===== src/rtl/osd_dii_pkg.sv =====
// osd_dii_pkg: shared DII flit type and FSM state encodings
// used by the ring router and the optional ring-input buffer.
package osd_dii_pkg;

  localparam int DII_DATA_WIDTH = 16;

  typedef struct packed {
    logic                      last;
    logic [DII_DATA_WIDTH-1:0] data;
  } dii_flit_t;

  typedef enum logic [1:0] {
    D_IDLE,
    D_LOCAL,
    D_FWD
  } dmx_state_e;

  typedef enum logic [1:0] {
    M_IDLE,
    M_RING,
    M_LOCAL
  } mrg_state_e;

endpackage


===== src/rtl/osd_ring_router_if.sv =====
// osd_dii_if: one DII valid/ready flit channel.
// master drives data/last/valid, slave drives ready.
interface osd_dii_if;
  import osd_dii_pkg::*;

  logic [DII_DATA_WIDTH-1:0] data;
  logic                      last;
  logic                      valid;
  logic                      ready;

  modport master (
    output data, last, valid,
    input  ready
  );

  modport slave (
    input  data, last, valid,
    output ready
  );

endinterface


===== src/rtl/osd_dii_fifo.sv =====
// osd_dii_fifo: DEPTH-deep {last, data} flit FIFO with
// count-based full/empty; ready and valid come from registers.
module osd_dii_fifo
  import osd_dii_pkg::*;
#(
  parameter int DEPTH = 4
) (
  input logic       clk,
  input logic       rst,
  osd_dii_if.slave  enq,
  osd_dii_if.master deq
);

  localparam int AW = (DEPTH > 1) ? $clog2(DEPTH) : 1;

  dii_flit_t         mem [DEPTH];
  logic [AW-1:0]     wr_ptr;
  logic [AW-1:0]     rd_ptr;
  logic [AW:0]       count;
  logic              full;
  logic              empty;
  logic              push;
  logic              pop;

  assign full  = (count == (AW+1)'(DEPTH));
  assign empty = (count == '0);

  assign enq.ready = !rst && !full;
  assign deq.valid = !rst && !empty;
  assign deq.data  = mem[rd_ptr].data;
  assign deq.last  = mem[rd_ptr].last;

  assign push = enq.valid && enq.ready;
  assign pop  = deq.valid && deq.ready;

  // Storage write; contents are don't-care until counted in.
  always_ff @(posedge clk) begin
    if (push) begin
      mem[wr_ptr] <= '{last: enq.last, data: enq.data};
    end
  end

  // Pointer and occupancy tracking, cleared on reset.
  always_ff @(posedge clk or posedge rst) begin
    if (rst) begin
      wr_ptr <= '0;
      rd_ptr <= '0;
      count  <= '0;
    end else begin
      if (push) begin
        wr_ptr <= (wr_ptr == AW'(DEPTH-1)) ? '0 : wr_ptr + 1'b1;
      end
      if (pop) begin
        rd_ptr <= (rd_ptr == AW'(DEPTH-1)) ? '0 : rd_ptr + 1'b1;
      end
      if (push && !pop) begin
        count <= count + 1'b1;
      end else if (pop && !push) begin
        count <= count - 1'b1;
      end
    end
  end

endmodule


===== src/rtl/osd_ring_router.sv =====
// osd_ring_router: one debug-ring node; demux by destination ID,
// packet-atomic round-robin merge. Ring-input FIFO: OSD_RING_BUFFER_EN.
module osd_ring_router
  import osd_dii_pkg::*;
#(
  parameter logic [15:0] ID          = 16'h0000,
  parameter int          BUFFER_SIZE = 4
) (
  input logic       clk,
  input logic       rst,
  osd_dii_if.slave  ring_in,
  osd_dii_if.master ring_out,
  osd_dii_if.slave  local_in,
  osd_dii_if.master local_out
);

  if (BUFFER_SIZE < 2) begin : g_bad_size
    $error("BUFFER_SIZE must be at least 2");
  end

  logic [DII_DATA_WIDTH-1:0] src_data;
  logic                      src_last;
  logic                      src_valid;
  logic                      src_ready;

  dmx_state_e d_state, d_next;
  mrg_state_e m_state, m_next;
  logic       prio, prio_next;

  logic sel_local;
  logic fwd_valid;
  logic fwd_ready;
  logic grant_ring;
  logic grant_local;
  logic out_xfer;

`ifdef OSD_RING_BUFFER_EN
  osd_dii_if buf_out ();

  osd_dii_fifo #(
    .DEPTH (BUFFER_SIZE)
  ) u_fifo (
    .clk (clk),
    .rst (rst),
    .enq (ring_in),
    .deq (buf_out)
  );

  assign src_data      = buf_out.data;
  assign src_last      = buf_out.last;
  assign src_valid     = buf_out.valid;
  assign buf_out.ready = src_ready;
`else
  assign src_data      = ring_in.data;
  assign src_last      = ring_in.last;
  assign src_valid     = ring_in.valid;
  assign ring_in.ready = src_ready;
`endif

  // State registers for both FSMs and the merge priority bit.
  always_ff @(posedge clk or posedge rst) begin
    if (rst) begin
      d_state <= D_IDLE;
      m_state <= M_IDLE;
      prio    <= 1'b0;
    end else begin
      d_state <= d_next;
      m_state <= m_next;
      prio    <= prio_next;
    end
  end

  // Demux next state: latch the sink for the rest of the packet.
  always_comb begin
    d_next = d_state;
    if (src_valid && src_ready) begin
      if (src_last) begin
        d_next = D_IDLE;
      end else begin
        d_next = sel_local ? D_LOCAL : D_FWD;
      end
    end
  end

  // Demux outputs: steer head flit by ID, later flits by state.
  always_comb begin
    sel_local = 1'b0;
    unique case (d_state)
      D_LOCAL: sel_local = 1'b1;
      D_FWD:   sel_local = 1'b0;
      default: sel_local = (src_data == ID);
    endcase
    local_out.data  = src_data;
    local_out.last  = src_last;
    local_out.valid = !rst && src_valid && sel_local;
    fwd_valid       = !rst && src_valid && !sel_local;
    src_ready       = !rst &&
                      (sel_local ? local_out.ready : fwd_ready);
  end

  // Merge next state: hold the grant until the packet's last flit.
  always_comb begin
    m_next    = m_state;
    prio_next = prio;
    if (out_xfer) begin
      if (ring_out.last) begin
        m_next    = M_IDLE;
        prio_next = grant_ring;
      end else begin
        m_next = grant_ring ? M_RING : M_LOCAL;
      end
    end
  end

  // Merge outputs: grant, mux and per-source ready.
  always_comb begin
    grant_ring  = (m_state == M_RING) ||
                  ((m_state == M_IDLE) && fwd_valid &&
                   (!local_in.valid || !prio));
    grant_local = (m_state == M_LOCAL) ||
                  ((m_state == M_IDLE) && local_in.valid &&
                   (!fwd_valid || prio));
    ring_out.data  = grant_local ? local_in.data : src_data;
    ring_out.last  = grant_local ? local_in.last : src_last;
    ring_out.valid = !rst &&
                     ((grant_ring && fwd_valid) ||
                      (grant_local && local_in.valid));
    fwd_ready      = !rst && grant_ring && ring_out.ready;
    local_in.ready = !rst && grant_local && ring_out.ready;
    out_xfer       = ring_out.valid && ring_out.ready;
  end

endmodule


===== src/flat_wrapper.sv =====
// flat-port wrapper written by rule: the top's interface ports become plain ports
module osd_ring_router_flat import osd_dii_pkg::*;
#(
  parameter logic [15:0] ID          = 16'h0000,
  parameter int          BUFFER_SIZE = 4
)
  (clk, rst, ring_in_data, ring_in_last, ring_in_valid, ring_in_ready, ring_out_data, ring_out_last, ring_out_valid, ring_out_ready, local_in_data, local_in_last, local_in_valid, local_in_ready, local_out_data, local_out_last, local_out_valid, local_out_ready);
  osd_dii_if ring_in_i ();
  osd_dii_if ring_out_i ();
  osd_dii_if local_in_i ();
  osd_dii_if local_out_i ();
  input logic clk;
  input logic rst;
  input wire logic [$bits(ring_in_i.data)-1:0] ring_in_data;
  input wire logic [$bits(ring_in_i.last)-1:0] ring_in_last;
  input wire logic [$bits(ring_in_i.valid)-1:0] ring_in_valid;
  output wire logic [$bits(ring_in_i.ready)-1:0] ring_in_ready;
  output wire logic [$bits(ring_out_i.data)-1:0] ring_out_data;
  output wire logic [$bits(ring_out_i.last)-1:0] ring_out_last;
  output wire logic [$bits(ring_out_i.valid)-1:0] ring_out_valid;
  input wire logic [$bits(ring_out_i.ready)-1:0] ring_out_ready;
  input wire logic [$bits(local_in_i.data)-1:0] local_in_data;
  input wire logic [$bits(local_in_i.last)-1:0] local_in_last;
  input wire logic [$bits(local_in_i.valid)-1:0] local_in_valid;
  output wire logic [$bits(local_in_i.ready)-1:0] local_in_ready;
  output wire logic [$bits(local_out_i.data)-1:0] local_out_data;
  output wire logic [$bits(local_out_i.last)-1:0] local_out_last;
  output wire logic [$bits(local_out_i.valid)-1:0] local_out_valid;
  input wire logic [$bits(local_out_i.ready)-1:0] local_out_ready;
  assign ring_in_i.data = ring_in_data;
  assign ring_in_i.last = ring_in_last;
  assign ring_in_i.valid = ring_in_valid;
  assign ring_in_ready = ring_in_i.ready;
  assign ring_out_data = ring_out_i.data;
  assign ring_out_last = ring_out_i.last;
  assign ring_out_valid = ring_out_i.valid;
  assign ring_out_i.ready = ring_out_ready;
  assign local_in_i.data = local_in_data;
  assign local_in_i.last = local_in_last;
  assign local_in_i.valid = local_in_valid;
  assign local_in_ready = local_in_i.ready;
  assign local_out_data = local_out_i.data;
  assign local_out_last = local_out_i.last;
  assign local_out_valid = local_out_i.valid;
  assign local_out_i.ready = local_out_ready;
  osd_ring_router #(.ID(ID), .BUFFER_SIZE(BUFFER_SIZE)) u_core (.clk(clk), .rst(rst), .ring_in(ring_in_i), .ring_out(ring_out_i), .local_in(local_in_i), .local_out(local_out_i));
endmodule

===== config.mk =====
export PLATFORM = sky130hd
export DESIGN_NAME = osd_ring_router_flat
export DESIGN_NICKNAME = d
export VERILOG_FILES = /design/src/rtl/osd_dii_pkg.sv /design/src/rtl/osd_ring_router_if.sv /design/src/rtl/osd_dii_fifo.sv /design/src/rtl/osd_ring_router.sv /design/src/flat_wrapper.sv
export SDC_FILE = /design/constraint.sdc
export NUM_CORES = 1
export LEC_CHECK = 0
export BUFFER_PORTS_ARGS = -buffer_cell sky130_fd_sc_hd__buf_2
export CELL_PAD_IN_SITES_DETAIL_PLACEMENT = 0
export CELL_PAD_IN_SITES_GLOBAL_PLACEMENT = 2
export CORE_MARGIN = 2
export CORE_UTILIZATION = 17
export DETAILED_ROUTE_END_ITERATION = 16
export GPL_TIMING_DRIVEN = 0
export PLACE_DENSITY_LB_ADDON = 0.05
export SLEW_MARGIN = 20
export SYNTH_ARGS = -nofsm -noshare
export SYNTH_HDL_FRONTEND = slang
export SYNTH_SLANG_ARGS = --single-unit

===== constraint.sdc =====
create_clock -name clk -period 2.8 [get_ports clk]
set_clock_uncertainty 0.1 [all_clocks]
set_input_delay 0.28 -clock clk [delete_from_list [all_inputs] [get_ports clk]]
set_output_delay 0.28 -clock clk [all_outputs]
set_load 0.01 [all_outputs]

# == Word level (Yosys, flattened, before mapping) ==
# Cells that the tools add are included.
# totals
wordCells,45
ff_bits,5
inputBits,40
output_inout_bits,38
# classes
eq_ne,4
n_mux,8
n_reduce_logical,30
# ops
op,count
1-bit logical AND,17
16-bit zero test,1
16-bit 2-to-1 mux,1
2-bit 2-to-1 mux,4
1-bit zero test,5
1-bit logical OR,5
2-bit by 1-bit == test with 1-bit output (second input constant),2
2-bit == test (second input constant),2
2-bit zero test,1
1-bit 2-to-1 mux,2
1-bit case mux with 2 select lines,1
2-bit AND reduction,1

# == Logic depth before layout (Yosys ltp) ==
# logic_depth
depth_word,13
depth_mapped,9
depth_no_buf,8

# == Least setup slack after synthesis ==
# Ideal clock, no wire load.
# synth_timing
path_type,register to output
startpoint,register u_core.d_state[0]
endpoint,output port ring_out_data[0]
stages_incl_launch_ff,8
n_path_buf,1
arrival_time_ps,1881
required_ps,2420
slack_ps,539
path_cell_list,dfrtp_1 > ha_1 > nor4b_1 > and3_1 > nand2_2 > a211oi_2 > buf_4 > mux2_2
# synth_between
elab_chain_len,9
elab_cells_between_ends,10
cone_classes,eq/ne (2); mux (2); reduce/logical (6)
# synth_lines
element,line_no,rtl
from (decl),osd_ring_router.sv:26,"dmx_state_e d_state, d_next;"
from (signal assigned),osd_ring_router.sv:67,d_state <= d_next;
2-bit == test or 2-bit by 1-bit == test with 1-bit output (tied branches),osd_ring_router.sv:88,unique case (d_state)
1-bit case mux with 2 select lines *,osd_ring_router.sv:88,
1-bit zero test *,osd_ring_router.sv:96,fwd_valid = !rst && src_valid && !sel_local;
1-bit logical AND *,osd_ring_router.sv:96,
1-bit zero test *,osd_ring_router.sv:122,(!fwd_valid || prio));
1-bit logical OR *,osd_ring_router.sv:122,
1-bit logical AND *,osd_ring_router.sv:121,((m_state == M_IDLE) && local_in.valid &&
1-bit logical OR *,osd_ring_router.sv:120,grant_local = (m_state == M_LOCAL) ||
16-bit 2-to-1 mux *,osd_ring_router.sv:123,ring_out.data = grant_local ? local_in.data : src_data;
to (decl),flat_wrapper.sv:18,output wire logic [$bits(ring_out_i.data)-1:0] ring_out_data;
# Mark *: on every way between the ends. The rest lies on a longest branch, timed or not.

# == Final worst setup path ==
# layout_timing
startpoint,register u_core.d_state[0]
endpoint,output port ring_out_data[11]
# Same word-level chain as after synthesis.

==> flow_metrics.tcl <==
set metrics [dict create \
    crit_arrival_ps 2390 \
    htreeDepth 1 \
    rsz0062_at_grt "true" \
    antenna_left 0 \
    n_antenna_cell 0 \
    cp-end-kind "output pin" \
    setup_tns_ps 0 \
    fin_ws_ps 31.9 \
    status "completed" \
    numCtsBuffers 3 \
    drc 0 \
    area_growth_syn_to_layout_pct 101 \
    vdd_drop_max_v 0.000205 \
    whs_ps 216 \
    ys_seq_area_share_pct 16.2 \
    path_buf_inv 2 \
    ys_seq_elements 5 \
    drt_iter0_markers 19 \
    drv_slew 0 \
    num-nets-final 222 \
    grt_pass1_vias 1007 \
    min_period_ps 2770 \
    wl_per_cell_um 13.0 \
    root_buffer "clkbuf_8" \
    synth_cell_types 32 \
    vias 1002 \
    antenna_found_initial 0 \
    crit_fanout 8 \
    initial_core_util_pct 17.7 \
    hold_depth 2 \
    die_y_um 71.5 \
    slew_headroom_pct 67.0 \
    setup_viol 0 \
    grt_start_max_net_pins 9 \
    ys_warn_count 0 \
    avgSynthCellArea_um2 8.42 \
    grt_use_met3_pct 1.69 \
    path_cells "ha_4 -> nor4b_4 -> and3_4 -> nand2_4 -> a211oi_4 -> buf_6 -> mux2_4 -> buf_6" \
    cp_common_cell "buf_6" \
    dp_hpwl_mm 2.21 \
    drv_cap 0 \
    slowest_stage "dfrtp_1" \
    leakagePower_nw 0.853 \
    cts_tree "yes" \
    grt_use_total_pct 11.3 \
    io_buffer_count 77 \
    clk_pin_slew_ps 40 \
    cp_num_cells 8 \
    synth_cells 92 \
    cellPowerDensity_nw_per_um2 730 \
    core_area_um2 4380 \
    synth_nets 133 \
    use_met1_pct 12.9 \
    clock_sinks 5 \
    clk_latency_ps 220 \
    routed_wl_mm 3.02 \
    place.gp.congestion 0.662 \
    row_count 24 \
    drive_above_1_share_pct 73.9 \
    drtPass1Iterations 4 \
    grt-busiest-layer "met2" \
    grt_overflow 0 \
    gr-usage-met2_pct 21.8 \
    max_stage_delay_ps 420 \
    fmax_ghz 0.361 \
    hold_violations 0 \
    rr_worst_depth 9 \
    required_ps 2420 \
    grt_pass1_wl_mm 4.60 \
    dieArea_um2 5110 \
    start_kind "register" \
    synth.cell_area_um2 774 \
    via_per_inst 4.32 \
    die_w_um 71.5 \
    tightest_slew_ps 491 \
    fin_crit_sh_pct 98.9 \
    place_ws_ps 181 \
    cts_buffer_depth 2 \
    pin_count 78 \
    worstSetupPathType "reg2out" \
    crit_family "simple AND/OR/NAND/NOR gates" \
    hp-class "in2reg" \
]
## metrics by stage
| stage | power [W] | util [%] | area [µm²] | instances |
|---|---|---|---|---|
| 4_1_cts | 0.000914 | 31.0 | 1360 | 230 |
| 6_report | 0.00113 | 35.4 | 1550 | 232 |
| 2_1_floorplan | 0.000485 | - | 774 | 92 |
| 3_5_place_dp | 0.000685 | 27.9 | 1220 | 221 |
| 3_3_place_gp | 0.000691 | 27.9 | 1220 | 221 |
| 5_1_grt | 0.00121 | 35.4 | 1550 | 232 |
## registers in the layout (all words and copies together) (netlist names)
signal,count
u_core.d_state,2
u_core.prio,1
u_core.m_state,2
## cells by family (layout without fill, tap and decap cells)
| logic type | after synthesis | after routing | synth area share (%) |
|---|---|---|---|
| buffers and inverters | 23 | 111 | 20.4 |
| flip-flops | 5 | 5 | 16.2 |
| AND/OR/NAND/NOR | 31 | 31 | 22.6 |
| AO/OA/AOI/OAI | 14 | 14 | 12.8 |
| multiplexers | 18 | 18 | 26.5 |
| adder cells (fa/ha/maj) | 1 | 1 | 1.62 |
## final cells by class
cell class / instances / area [µm²]
timing repair buffer: 84 / 548
fill: 472 / 2830
inverter: 4 / 15.0
multi-input combinational: 64 / 606
buffer: 19 / 150
tap: 52 / 65.1
sequential: 5 / 125
clock buffer: 4 / 45.0
## what timing repair did
item / 4_1_cts / 5_1_grt
pin swaps: 4 / 2
gates cloned: 1 / 0
resized for setup: 9 / 38
hold buffers: 1 / 0
endpoints found under the setup margin: 16 / 18
buffers inserted: 3 / 2
endpoints found under the hold margin: 5 / 0
## layout by cell type (no fill, tap or decap), drive strengths merged
cell type,Yosys,final
and2,1,1
dfrtp,5,5
nor2,5,5
nand2b,1,1
o211a,1,1
nor2b,3,3
a31o,1,1
o31ai,1,1
or4,1,1
inv,4,4
o22ai,1,1
or3,1,1
ha,1,1
nor3,2,2
a211oi,1,1
o21ai,1,1
nand4b,1,1
a31oi,1,1
and3,1,1
mux2,17,17
a21oi,5,5
mux2i,1,1
a32o,1,1
clkbuf,0,4
buf,19,102
nand3,2,2
nor4,2,2
dlygate4sd3,0,1
nor4b,1,1
o211ai,1,1
nand2,10,10
## power breakdown
group	internal, W	total [W]	switching (W)
Sequential	0.0000928	0.000124	0.0000309
Clock	0.0000980	0.000136	0.0000384
Combinational	0.000528	0.000874	0.000346
Total	0.000719	0.00113	0.000415
## final timing paths
path / start / to / slack [ps]
min in group asynchronous: rst / u_core.d_state[0] / 520
max in group asynchronous: rst / u_core.d_state[1] / 1870
hold / removal: ring_in_last / u_core.m_state[0] / 220
hold reg to reg: u_core.prio / u_core.prio / 480
setup / recovery: u_core.d_state[0] / ring_out_data[11] / 30
setup reg to reg: u_core.d_state[0] / u_core.m_state[1] / 430
## cell usage after synthesis (all sizes together)
| cell | instances | area [µm²] |
|---|---|---|
| o21ai | 1 | 5.00 |
| nand2b | 1 | 6.26 |
| nand2 | 10 | 40.0 |
| a21oi | 5 | 25.0 |
| nand3 | 2 | 10.0 |
| dfrtp | 5 | 125 |
| a211oi | 1 | 12.5 |
| nand4b | 1 | 8.76 |
| o211ai | 1 | 7.51 |
| buf | 19 | 143 |
| o22ai | 1 | 6.26 |
| a31o | 1 | 8.76 |
| a31oi | 1 | 6.26 |
| or4 | 1 | 11.3 |
| nor4 | 2 | 12.5 |
| o211a | 1 | 10.0 |
| mux2 | 17 | 195 |
| and3 | 1 | 6.26 |
| ha | 1 | 12.5 |
| or3 | 1 | 6.26 |
| nor4b | 1 | 8.76 |
| nor3 | 2 | 21.3 |
| inv | 4 | 15.0 |
| o31ai | 1 | 7.51 |
| nor2b | 3 | 18.8 |
| mux2i | 1 | 10.0 |
| a32o | 1 | 10.0 |
| and2 | 1 | 6.26 |
| nor2 | 5 | 18.8 |
## metal layers
| metal | vias up | part of all wire (%) | wire length (µm) |
|---|---|---|---|
| met5 | - | 0 | 0 |
| met4 | 0 | 0.36 | 11 |
| met3 | 2 | 5.9 | 177 |
| met2 | 42 | 53 | 1610 |
| met1 | 467 | 40 | 1220 |
| li1 | 491 | - | - |
Power figures use the tool's default switching activity.
